==> config.mk <==
export PLATFORM = sky130hd
export DESIGN_NAME = chad_spill_stack
export DESIGN_NICKNAME = d
export VERILOG_FILES = /design/src/rtl/chad_spill_stack.sv
export SDC_FILE = /design/constraint.sdc
export NUM_CORES = 1
export LEC_CHECK = 0
export ABC_AREA = 1
export CAP_MARGIN = 20
export CORE_ASPECT_RATIO = 0.75
export CORE_UTILIZATION = 60
export CTS_BUF_LIST = sky130_fd_sc_hd__clkbuf_8
export DETAILED_ROUTE_END_ITERATION = 8
export GPL_TIMING_DRIVEN = 0
export HOLD_SLACK_MARGIN = 0.02
export PLACE_DENSITY = 0.81
export SLEW_MARGIN = 20
export SYNTH_ARGS = -nofsm -noshare
export SYNTH_HDL_FRONTEND = slang
export SYNTH_SLANG_ARGS = --single-unit
export TNS_END_PERCENT = 5
==> constraint.sdc <==
create_clock -name clk -period 4.4 [get_ports clk]
set_input_delay 1.32 -clock clk [delete_from_list [all_inputs] [get_ports clk]]
set_output_delay 1.32 -clock clk [all_outputs]
set_load 0.02 [all_outputs]
==> src/rtl/chad_spill_stack.sv <==
// chad_spill_stack: register-cached LIFO for the chad core. It spills to and fills from
// backing memory, and has sticky overflow/underflow flags.
//
// Build option: define CHAD_STACK_SPILL_EN to enable the spill/fill engine. Without it the
// stack is a plain DEPTH-entry cache. Logical full is then occ = DEPTH, busy is constant 0
// and the memory port is tied off.
//
// Ports:
//   clk, resetq               clock, asynchronous active-low reset
//   hold                      core wait state; suppresses core stack operations
//   delta, we, wd             stack op (00 none, 01 push, 11 pop, 10 pop-two), write new top
//   rd                        top of stack (0 when empty)
//   busy                      requested op cannot complete this cycle
//   depth                     logical depth (cache + memory)
//   ovf, udf, flag_clr        sticky overflow/underflow flags and their clear
//   mem_req/we/addr/wdata     backing-memory request (held stable until mem_ack)
//   mem_rdata, mem_ack        fill data and request completion
module chad_spill_stack #(
  parameter int unsigned WIDTH    = 18,
  parameter int unsigned DEPTH    = 16,
  parameter int unsigned MEMDEPTH = 256,
  parameter int unsigned AW       = $clog2(MEMDEPTH)
) (
  input  logic             clk,
  input  logic             resetq,
  input  logic             hold,
  input  logic [1:0]       delta,
  input  logic             we,
  input  logic [WIDTH-1:0] wd,
  output logic [WIDTH-1:0] rd,
  output logic             busy,
  output logic [AW:0]      depth,
  output logic             ovf,
  output logic             udf,
  input  logic             flag_clr,
  output logic             mem_req,
  output logic             mem_we,
  output logic [AW-1:0]    mem_addr,
  output logic [WIDTH-1:0] mem_wdata,
  input  logic [WIDTH-1:0] mem_rdata,
  input  logic             mem_ack
);
  localparam int unsigned PW = $clog2(DEPTH);
  localparam int unsigned OW = $clog2(DEPTH + 1);
  localparam logic [OW-1:0] OccFull = OW'(DEPTH);
  localparam logic [OW-1:0] OccHigh = OW'(DEPTH - 1);

  typedef logic [PW-1:0] idx_t;

  logic [WIDTH-1:0] cache_q [DEPTH];
  logic [WIDTH-1:0] cache_d [DEPTH];
  idx_t             bot_q, bot_d;
  logic [OW-1:0]    occ_q, occ_d;
  logic             ovf_q, ovf_d, udf_q, udf_d;

  logic [AW-1:0]    mcnt;
  logic             full;
  logic             eng_spill, eng_fill;  // engine request acked this cycle
  logic             push, pop_stall;
  logic [OW-1:0]    pop_n;
  idx_t             top_idx;

  assign push      = (delta == 2'b01);
  assign pop_n     = (delta == 2'b11) ? OW'(1) : (delta == 2'b10) ? OW'(2) : '0;
  // A pop must leave at least one cached entry while memory still holds entries.
  assign pop_stall = (mcnt != '0) && (pop_n != '0) && (occ_q <= pop_n);
  assign top_idx   = bot_q + idx_t'(occ_q) - idx_t'(1);
  assign depth     = {1'b0, mcnt} + (AW+1)'(occ_q);
  assign rd        = (occ_q != '0) ? cache_q[top_idx] : '0;
  assign ovf       = ovf_q;
  assign udf       = udf_q;

`ifdef CHAD_STACK_SPILL_EN
  localparam logic [AW:0]   DepthMax = (AW+1)'(MEMDEPTH);
  localparam logic [AW-1:0] McntMax  = AW'(MEMDEPTH - DEPTH);

  typedef enum logic [1:0] {StIdle, StSpill, StFill} state_e;

  state_e           state_q, state_d;
  logic [AW-1:0]    mcnt_q, mcnt_d;
  logic             mem_req_q, mem_req_d, mem_we_q, mem_we_d;
  logic [AW-1:0]    mem_addr_q, mem_addr_d;
  logic [WIDTH-1:0] mem_wdata_q, mem_wdata_d;

  assign mcnt      = mcnt_q;
  assign full      = (depth == DepthMax);
  assign eng_spill = (state_q == StSpill) && mem_ack;
  assign eng_fill  = (state_q == StFill) && mem_ack;
  assign mem_req   = mem_req_q;
  assign mem_we    = mem_we_q;
  assign mem_addr  = mem_addr_q;
  assign mem_wdata = mem_wdata_q;

  always_comb begin
    busy = 1'b0;
    if (push && !full) begin
      if (occ_q == OccFull) busy = 1'b1;
      // Last free slot is reserved for the fill in flight.
      if (occ_q == OccHigh && state_q == StFill) busy = 1'b1;
    end
    if (pop_stall) busy = 1'b1;
    // The spilling entry at bot must never become the top or be popped.
    if (state_q == StSpill && pop_n != '0 && occ_q <= pop_n + OW'(1)) busy = 1'b1;
  end

  always_comb begin
    state_d     = state_q;
    mcnt_d      = mcnt_q;
    mem_req_d   = mem_req_q;
    mem_we_d    = mem_we_q;
    mem_addr_d  = mem_addr_q;
    mem_wdata_d = mem_wdata_q;
    unique case (state_q)
      StIdle: begin
        if (occ_q >= OccHigh && mcnt_q != McntMax) begin
          state_d     = StSpill;
          mem_req_d   = 1'b1;
          mem_we_d    = 1'b1;
          mem_addr_d  = mcnt_q;
          mem_wdata_d = cache_q[bot_q];
        end else if (mcnt_q != '0 && (occ_q <= OW'(1) || pop_stall)) begin
          // A stalled pop-two also triggers a fill, otherwise it could wait forever.
          state_d    = StFill;
          mem_req_d  = 1'b1;
          mem_we_d   = 1'b0;
          mem_addr_d = mcnt_q - AW'(1);
        end
      end
      StSpill: begin
        if (mem_ack) begin
          state_d   = StIdle;
          mcnt_d    = mcnt_q + AW'(1);
          mem_req_d = 1'b0;
          mem_we_d  = 1'b0;
        end
      end
      StFill: begin
        if (mem_ack) begin
          state_d   = StIdle;
          mcnt_d    = mcnt_q - AW'(1);
          mem_req_d = 1'b0;
        end
      end
      default: state_d = StIdle;
    endcase
  end

  always_ff @(posedge clk or negedge resetq) begin
    if (!resetq) begin
      state_q     <= StIdle;
      mcnt_q      <= '0;
      mem_req_q   <= 1'b0;
      mem_we_q    <= 1'b0;
      mem_addr_q  <= '0;
      mem_wdata_q <= '0;
    end else begin
      state_q     <= state_d;
      mcnt_q      <= mcnt_d;
      mem_req_q   <= mem_req_d;
      mem_we_q    <= mem_we_d;
      mem_addr_q  <= mem_addr_d;
      mem_wdata_q <= mem_wdata_d;
    end
  end
`else
  logic unused_mem;

  assign unused_mem = mem_ack ^ (^mem_rdata);
  assign mcnt       = '0;
  assign full       = (occ_q == OccFull);
  assign eng_spill  = 1'b0;
  assign eng_fill   = 1'b0;
  assign busy       = 1'b0;
  assign mem_req    = 1'b0;
  assign mem_we     = 1'b0;
  assign mem_addr   = '0;
  assign mem_wdata  = '0;
`endif

  logic          ovf_set, udf_set, wr_en;
  idx_t          wr_idx;
  logic [OW-1:0] core_inc, core_dec;

  always_comb begin
    cache_d  = cache_q;
    ovf_set  = 1'b0;
    udf_set  = 1'b0;
    core_inc = '0;
    core_dec = '0;
    wr_en    = 1'b0;
    wr_idx   = top_idx;
    if (!hold && !busy) begin
      if (push) begin
        if (full) begin
          ovf_set = 1'b1;
        end else begin
          core_inc = OW'(1);
          wr_en    = we;
          wr_idx   = bot_q + idx_t'(occ_q);
        end
      end else if (pop_n != '0) begin
        // Only reachable with memory empty, so occ is the logical depth here.
        if (pop_n > occ_q) begin
          udf_set  = 1'b1;
          core_dec = occ_q;
        end else begin
          core_dec = pop_n;
        end
        wr_en  = we && (occ_q != core_dec);
        wr_idx = bot_q + idx_t'(occ_q - core_dec) - idx_t'(1);
      end else begin
        wr_en = we && (occ_q != '0);
      end
    end
    if (wr_en) cache_d[wr_idx] = wd;
    // Fill lands below bot, never on a slot the core can touch.
    if (eng_fill) cache_d[bot_q - idx_t'(1)] = mem_rdata;

    bot_d = bot_q;
    if (eng_spill) bot_d = bot_q + idx_t'(1);
    if (eng_fill)  bot_d = bot_q - idx_t'(1);
    occ_d = occ_q + core_inc - core_dec;
    if (eng_spill) occ_d = occ_d - OW'(1);
    if (eng_fill)  occ_d = occ_d + OW'(1);

    // A set on the same cycle as flag_clr wins.
    ovf_d = ovf_set | (ovf_q & ~flag_clr);
    udf_d = udf_set | (udf_q & ~flag_clr);
  end

  always_ff @(posedge clk or negedge resetq) begin
    if (!resetq) begin
      cache_q <= '{default: '0};
      bot_q   <= '0;
      occ_q   <= '0;
      ovf_q   <= 1'b0;
      udf_q   <= 1'b0;
    end else begin
      cache_q <= cache_d;
      bot_q   <= bot_d;
      occ_q   <= occ_d;
      ovf_q   <= ovf_d;
      udf_q   <= udf_d;
    end
  end

endmodule

* Yosys cells after proc, flatten, opt, wreduce, memory -nomap -nowiden
Index checks and enable logic that the tools add are counted.
** Cells by class
- Add/sub/neg operators :: 5
- $lt $le $gt $ge :: 4
- Eq/ne operators :: 5
- Mux-type cells :: 34
- Bitwise gates (word level) :: 7
- Reductions and logical operators :: 5
** Operators by type and width (count)
- bitwise mux 288 bit :: 1
- binary-select mux 18 bit (select 4 bit) :: 1
- demux 18 bit (select 4 bit) :: 1
- 2-to-1 mux 18 bit :: 4
- 2-to-1 mux 5 bit :: 8
- 2-to-1 mux 4 bit :: 4
- 2-to-1 mux 1 bit :: 13
- >= comparator 5 bit (second input constant) :: 2
- inverter 4 -> 5 bit :: 2
- nonzero test 5 bit :: 2
- subtractor 4 x 1 -> 4 bit (second input constant) :: 2
- adder 5 bit :: 1
- equality test 5 bit (second input constant) :: 1
- greater-than comparator 2 x 5 -> 1 bit :: 1
- < comparator 5 x 1 -> 1 bit (second input constant) :: 1
- != test 5 bit :: 1
- subtractor 5 bit :: 1
- equality test 2 bit (second input constant) :: 2
- 2-to-1 mux 2 bit :: 2
- subtractor 4 bit :: 1
- logical AND 1 bit :: 3
- AND 1 bit :: 2
- equality test 2 x 1 -> 1 bit (second input constant) :: 1
- OR 1 bit :: 2
- inverter 1 bit :: 1
** Word-level totals
- Flip-flop bits (word level) :: 295
- Input port bits :: 44
- Output and inout port bits :: 58
- Logic and storage cells :: 79

* Depth between registers and ports, before layout
- Depth in word-level cells :: 19
- Depth in mapped cells :: 25

* Least setup slack after synthesis
OpenSTA, ideal clock, no wires.
- Path kind :: flip-flop to output port
- Start point :: reg occ_q[0]
- End point :: out rd[10]
- Data arrival time :: 3.097 ns
- Required time :: 3.080 ns
- Path slack :: -0.017 ns
- Stages on the path, launching flop included :: 15
- Buffers on the path :: 5
- Cells stage by stage :: dfrtp_1 > inv_1 > clkbuf_1 > buf_2 > clkbuf_1 > ha_1 > clkbuf_1 > inv_2 > clkbuf_1 > a21oi_1 > a22oi_1 > nand2_1 > nand3_1 > nand2_1 > a31oi_1
** Between the ends
- Cells in the longest elaborated chain, start to end :: 6
- Elaborated cells between the ends (all ways) :: 7
- Classes of those cells :: add/sub (1); mux (4); bitwise (1); reduce/logical (1)
** RTL lines
- from (decl) :: line 53 : logic [OW-1:0] occ_q, occ_d;
- from (signal assigned) :: line 235 : occ_q <= '0;
- from (signal assigned) :: line 241 : occ_q <= occ_d;
- subtractor 4 x 1 -> 4 bit :: line 67 : assign top_idx = bot_q + idx_t'(occ_q) - idx_t'(1);
- inverter 4 -> 5 bit (implied by the code) :: line 69 : assign rd = (occ_q != '0) ? cache_q[top_idx] : '0;
- binary-select mux 18 bit (select 4 bit) :: line 69
- 2-to-1 mux 18 bit (implied by the code) (2 in series) :: line 69
- 2-to-1 mux 18 bit * :: line 69
- to (decl) :: line 30 : output logic [WIDTH-1:0] rd,
Mark *: on every way between the ends. The rest lies on a longest branch, timed or not. The select of a mux whose other input is x is not followed.

* Final worst setup path
- Start point :: reg occ_q[0]
- End point :: out rd[8]
The elaborated chain is that of the path after synthesis.

==> reports/results.txt <==
Final standard cell utilization of the core: 72.7%. The tools report the deepest level of the CTS H-tree as 2. At the pin with the least slew margin, the transition time is 1020 ps.

The number of top-level design ports is 102. The average cell area after synthesis works out to 7.54 sq um. Setup repair after global routing could not meet its margin everywhere. The global-route congestion overflow total is 0. The initial antenna violation count came out at 0. The first global-routing pass estimated 82100 um of wire. In the routed design, unresolved DRC markers number 0. The number of input and output port buffers inserted was 31. The tools report the cell count after synthesis as 2044. The checks that failed: setup timing.

The number of pins with negative max-slew slack in the final report was 0; the leakage power total was 9.53 nW. Synthesis instantiated 37 different standard cells from the library. The number of vias per cell works out to 6.12. After synthesis, the cell types taking the most area are sky130_fd_sc_hd__dfrtp_1 48%, sky130_fd_sc_hd__nand2_1 22%, sky130_fd_sc_hd__nand3_1 12%. The flow ran to the end, but the final reports show violations.

The final route contains 15600 vias. The number of cells on the worst reg-to-reg path came out at 16. The run gives 36700 um as the estimated wirelength of the detail-placed design. Summed over all layers, the routed wires come to 53600 um. The final-report setup violation count is 2, and the netlist area before placement is 15400 sq um. Fraction of final layout cells sized beyond drive strength 1: 16.2%.

For the total CTS buffers, the log shows 47. After routing the design area is 18200 sq um. Static timing analysis puts the maximum clock frequency at 0.226 GHz. Entering global routing, the biggest net connects 89 pins. Of the synthesized area, sequential elements account for 47.9%.

The run gives 0 as the count of endpoints failing hold in the final timing report. The tools report the critical path startpoint category as a flip-flop. The tools report the source-to-sink clock delay at the later pin of the worst-skew pair as 600 ps. The path class of the tightest hold or removal check is reg2reg. The synthesis-stage register bit count is 295, and the number of maximum-capacitance constraint violations is 0. The run gives 14300 as the via count of the first global-routing pass. The remaining max-slew budget at the tightest pin is 32.1%, and the post-place instance area is 16400 sq um.

The tools report the number of clock sinks as 295. Of all nets on the critical path, the largest fanout is 10. In this run the horizontal extent of the chip is 187 um.

Across every metal layer, demand over resource in global routing totals 40.9%. Power spread over the standard cell area amounts to 958 nW/um^2. The net count of the finished layout is 2245.

Counting instances, the worst hold path has a depth of 2. In this run the critical register-to-register path is launched from occ_q[0]. The worst setup path is of the reg2out kind. The setup clock skew after layout was 18.4 ps. Data arrives at the worst endpoint at 3100 ps.

TritonCTS built the clock tree. STA classifies the critical path endpoint as a primary output. The antenna cell count was 0. The tools report the startpoint of the lowest-slack hold path as cache_q[225]. Routability-driven placement finished with a final weighted congestion of 1.01. The placement row count was 50.

The share of the synthesized area in the top cell type is 47.9%, and the vertical die dimension is 141 um. The biggest area contributor in the post-synthesis netlist is sky130_fd_sc_hd__dfrtp_1. The floorplan step defined a die boundary enclosing 26300 sq um.

The total area inside the core boundary comes to 25100 sq um. The per-cell routed wire length came out at 21.0 um. For the remaining number of nets flagged by the antenna check after routing, the log shows 0.

The worst setup path startpoint was occ_q[0]. The run gives 0 as the number of warning messages in the yosys log. The clock slew at the register clock pins of the worst setup and hold paths works out to 60 ps. The worst-case setup margin in the final layout was -15.1 ps; the number of design-rule violations left by the first detailed-router iteration was 2331. Once the floorplan was initialized, standard cells occupied 61.4% of the core.

The clock passes through at most 3 buffers. The cts-stage hold buffer count was 0. The peak supply drop was 0.00117 V; the final critical delay including setup and external delays was 4420 ps.

Area growth from synthesis to layout: 18.3%. The pre-antenna-repair detailed-routing pass consisted of 6 iterations. The worst path uses 100% of the clock period.

The clock root buffer is sky130_fd_sc_hd__clkbuf_8. STA puts the critical path data required time at 3080 ps.
## where the power goes
part	switching (mW)	internal [mW]	leakage (nW)
registers	0.699	3.85	3.84
clock network	1.13	1.26	0.518
logic	6.84	3.68	5.17
## metal layers
metal	GRT usage (%)	vias up	wire length, um
li1	-	6855	-
met1	58.0	7370	20900
met2	57.8	1176	22300
met3	12.2	206	8030
met4	18.7	0	2390
met5	0	-	0
## what timing repair did
action | in CTS | in global routing
resized for setup | 224 | 80
gates cloned | 2 | 0
endpoints found under the setup margin | 306 | 296
pin swaps | 13 | 23
buffers inserted | 15 | 10
## state kept, by name (all words and copies together) (netlist names)
name,flops
ovf,1
occ_q,5
udf,1
cache_q,288
## layout by cell type (no fill, tap or decap), types with 4 or more instances in the layout
master / instances
sky130_fd_sc_hd__a21oi_1: 74
sky130_fd_sc_hd__a22oi_1: 24
sky130_fd_sc_hd__a22oi_2: 11
sky130_fd_sc_hd__a31oi_4: 13
sky130_fd_sc_hd__buf_1: 6
sky130_fd_sc_hd__buf_12: 6
sky130_fd_sc_hd__buf_16: 4
sky130_fd_sc_hd__buf_2: 40
sky130_fd_sc_hd__buf_4: 80
sky130_fd_sc_hd__buf_6: 17
sky130_fd_sc_hd__buf_8: 4
sky130_fd_sc_hd__clkbuf_1: 57
sky130_fd_sc_hd__clkbuf_16: 4
sky130_fd_sc_hd__clkbuf_2: 16
sky130_fd_sc_hd__clkbuf_4: 15
sky130_fd_sc_hd__clkbuf_8: 57
sky130_fd_sc_hd__clkdlybuf4s50_1: 10
sky130_fd_sc_hd__clkinv_2: 4
sky130_fd_sc_hd__conb_1: 35
sky130_fd_sc_hd__dfrtp_1: 294
sky130_fd_sc_hd__ha_1: 12
sky130_fd_sc_hd__inv_1: 32
sky130_fd_sc_hd__inv_2: 8
sky130_fd_sc_hd__nand2_1: 877
sky130_fd_sc_hd__nand2_2: 25
sky130_fd_sc_hd__nand2_4: 8
sky130_fd_sc_hd__nand3_1: 361
sky130_fd_sc_hd__nand3_2: 15
sky130_fd_sc_hd__nor2_1: 16
sky130_fd_sc_hd__nor2_4: 8
sky130_fd_sc_hd__o21ai_0: 39
## worst paths after layout
check	slack, ps	endpoint
min in group asynchronous	620	udf
setup reg to reg	450	cache_q[194]
setup / recovery	-20	rd[8]
hold reg to reg	470	cache_q[225]
max in group asynchronous	2610	cache_q[246]
hold / removal	470	cache_q[225]
## synthesized netlist by cell type
library cell / instances
sky130_fd_sc_hd__nand2_1: 894
sky130_fd_sc_hd__nand3_1: 373
sky130_fd_sc_hd__dfrtp_1: 295
sky130_fd_sc_hd__clkbuf_1: 90
sky130_fd_sc_hd__a21oi_1: 75
sky130_fd_sc_hd__buf_4: 50
sky130_fd_sc_hd__buf_2: 48
sky130_fd_sc_hd__o21ai_0: 40
sky130_fd_sc_hd__a22oi_1: 35
sky130_fd_sc_hd__inv_1: 19
sky130_fd_sc_hd__a31oi_1: 17
sky130_fd_sc_hd__nor2_1: 16
sky130_fd_sc_hd__ha_1: 14
sky130_fd_sc_hd__nand2_2: 11
sky130_fd_sc_hd__buf_1: 10
sky130_fd_sc_hd__inv_2: 9
sky130_fd_sc_hd__nor2_4: 6
sky130_fd_sc_hd__nand2_4: 5
sky130_fd_sc_hd__buf_6: 4
sky130_fd_sc_hd__nand3_2: 4
sky130_fd_sc_hd__nor2_2: 4
sky130_fd_sc_hd__xnor2_1: 3
sky130_fd_sc_hd__clkinv_1: 2
sky130_fd_sc_hd__conb_1: 2
sky130_fd_sc_hd__fa_1: 2
sky130_fd_sc_hd__nand4_1: 2
sky130_fd_sc_hd__nor2_8: 2
sky130_fd_sc_hd__o22ai_1: 2
sky130_fd_sc_hd__xor2_1: 2
sky130_fd_sc_hd__a21oi_2: 1
sky130_fd_sc_hd__a32o_1: 1
sky130_fd_sc_hd__inv_4: 1
sky130_fd_sc_hd__nand4_2: 1
sky130_fd_sc_hd__o2111ai_1: 1
sky130_fd_sc_hd__o21a_1: 1
sky130_fd_sc_hd__or2_0: 1
sky130_fd_sc_hd__or2_1: 1
## final cells by class
type / count / area [sq um]
buffer: 200 / 1280
clock inverter: 20 / 139
timing repair buffer: 61 / 661
multi-input combinational: 1549 / 7440
sequential: 295 / 7380
fill: 1971 / 6850
tap: 338 / 423
inverter: 31 / 136
clock buffer: 56 / 771
## through the flow
| step | std cells | setup WS (ps) | setup TNS [ps] | power [mW] | hold WS (ps) |
|---|---|---|---|---|---|
| 6_report | 2550 | -15.1 | -17.4 | 17.5 | 470 |
| 4_1_cts | 2540 | -0.598 | -0.598 | 16.4 | 473 |
| 5_1_grt | 2550 | -61.7 | -468 | 18.2 | 486 |
| 2_1_floorplan | 2077 | -16.9 | -156 | 9.71 | 442 |
| 3_5_place_dp | 2449 | -2320 | -273860 | 12.9 | 458 |
| 3_3_place_gp | 2446 | -10730 | -3409410 | 12.7 | 453 |
## logic make-up after synthesis
logic type | after synthesis | share of synthesized area [%]
XOR/XNOR | 5 | 0.284
adder cells (fa/ha/maj) | 16 | 1.40
other | 2 | 0.0487
AO/OA/AOI/OAI | 173 | 6.44
buffers and inverters | 233 | 7.49
flip-flops | 295 | 47.9
AND/OR/NAND/NOR | 1320 | 36.4
## critical path, stage by stage (launching register included)
cell and delay, ps:
sky130_fd_sc_hd__dfrtp_2 390, sky130_fd_sc_hd__inv_4 60, sky130_fd_sc_hd__clkbuf_16 150, sky130_fd_sc_hd__buf_12 130
sky130_fd_sc_hd__clkbuf_16 150, sky130_fd_sc_hd__ha_1 220, sky130_fd_sc_hd__xnor2_2 210, sky130_fd_sc_hd__clkbuf_8 220
sky130_fd_sc_hd__buf_6 180, sky130_fd_sc_hd__nand3_1 160, sky130_fd_sc_hd__nand3_1 150, sky130_fd_sc_hd__nand2_2 120
sky130_fd_sc_hd__a31oi_4 220, sky130_fd_sc_hd__buf_6 150
No activity file was read; power rests on OpenSTA's default activity.
==> variant (config.mk and constraints unchanged) <==
Put one more register stage on the output `ovf`, with the module's reset. The value now appears one clock later. The other outputs are not delayed to match.
--- a/src/rtl/chad_spill_stack.sv
+++ b/src/rtl/chad_spill_stack.sv
@@ -67,7 +67,13 @@
   assign top_idx   = bot_q + idx_t'(occ_q) - idx_t'(1);
   assign depth     = {1'b0, mcnt} + (AW+1)'(occ_q);
   assign rd        = (occ_q != '0) ? cache_q[top_idx] : '0;
-  assign ovf       = ovf_q;
+  always_ff @(posedge clk or negedge resetq) begin
+    if (!resetq) begin
+      ovf <= '0;
+    end else begin
+      ovf <= ovf_q;
+    end
+  end
   assign udf       = udf_q;
 
 `ifdef CHAD_STACK_SPILL_EN
Function: no difference found for any inputs over 4 cycles, from zero or initial values and one cycle with resetq low; that may be too few to reach the edited logic, so the function may still have changed.
==> variant against the unedited design <==
  * The run still ends with negative setup slack left
  * Routed wire length rose by 2.4%
  * Final cell count rose by 0.39%
  * Final area fell by 0.22%
  * First-iteration DRC count fell by 2.4%
  * Die area rose by 0.13%
  * Synthesized area rose by 0.13%
  * Synthesized cell count rose by 0.15%
  * Setup slack got worse by 0.013 ns
  * Sequential cell count rose by 1
  * Total power fell by 1.4%
  * Critical endpoint is now rd[0]
  * Largest power group unchanged
==> variant: results <==
metrics = {
    "status": {
        "status": "finished, violations left",
        "violations": "negative setup slack",
    },
    "pwr": {
        "p_leak_nw": 9.61,
    },
    "grt": {
        "antenna_found_initial": 1,
        "grt_usage_pct": 41.6,
        "grt_first_pass_wirelength_microns": 82700,
        "grt_pass1_vias": 14100,
    },
    "critical_path": {
        "critPathMaxStageDelay_ns": 0.52,
        "timing.rr.end": "cache_q[46]",
        "r2r_cells": 18,
        "crit_slowest_cell": "clkbuf_1",
        "crit_end": "rd[0]",
        "arrival_ns": 3.11,
        "reg2reg_slack_ns": 0.52,
    },
    "routing": {
        "wl_met2_microns": 21900,
        "wirelength_met1_microns": 22100,
        "wl_met3_microns": 8330,
        "vias": 15600,
        "postRouteWirelength_microns": 54900,
    },
    "sta": {
        "layout_setup_ws_ns": -0.0284,
        "setup_viol": 1,
        "fin_tns_setup_ns": -0.0284,
    },
    "synthesis": {
        "synth_top_area_share_pct": 48.0,
        "synth_cell_type_count": 36,
        "synthTopCellsByCount": "916 x nand2_1, 372 x nand3_1, 296 x dfrtp_1",
    },
    "min_path": {
        "holdPathStages": 0,
    },
}
-- variant: metal layers --
metal,global-route usage [%],vias to the layer above
met4,19.2,2
li1,-,6831
met1,60.1,7328
met3,15.0,197
met2,55.2,1209
met5,0,-
-- variant: repair_timing --
action / CTS / global route
pin swaps: 18 / 24
setup buffers: 10 / 15
gates resized for setup: 222 / 75
gates cloned: 0 / 2
setup endpoints to repair: 301 / 278
-- variant: final cells by class --
type	instances	area [sq um]
Sequential cell	296	7410
Multi-Input combinational cell	1551	7390
Fill cell	1979	6890
Buffer	198	1230
Clock buffer	59	812
Timing Repair Buffer	60	593
Tap cell	338	423
Clock inverter	24	184
Inverter	33	149
Timing Repair inverter	1	8.76
-- variant: kinds of logic after synthesis --
kind of cell             share of synthesized area [%]
AO/OA/AOI/OAI                                     5.85
XOR/XNOR                                         0.284
adder cells (fa/ha/maj)                           1.39
buffers and inverters                             7.44
flip-flops                                        48.0
other                                           0.0487
AND/OR/NAND/NOR                                   37.0
-- variant: stage by stage --
stage,setup slack (ns),util (%)
CTS,-0.0374,71.2
floorplan,-0.0122,-
finish,-0.0284,72.5
global route,-0.121,72.5
detailed placement,-2.24,65.3
global placement,-10.73,65.0
-- variant: power by group --
group | leakage (nW) | total, mW | switching, mW | internal [mW]
Clock | 0.565 | 2.55 | 1.17 | 1.38
Combinational | 5.19 | 10.0 | 6.63 | 3.38
Sequential | 3.85 | 4.66 | 0.769 | 3.89
Total | 9.61 | 17.2 | 8.56 | 8.66
-- variant: how the worst min path moves through the flow --
stage	start	end	slack (ns)
after CTS	ovf_q	ovf	0.38
after global placement	ovf_q	ovf	0.36
after global routing	ovf_q	ovf	0.39
final	ovf_q	ovf	0.38
after detailed placement	ovf_q	ovf	0.37
after floorplan	ovf_q	ovf	0.35
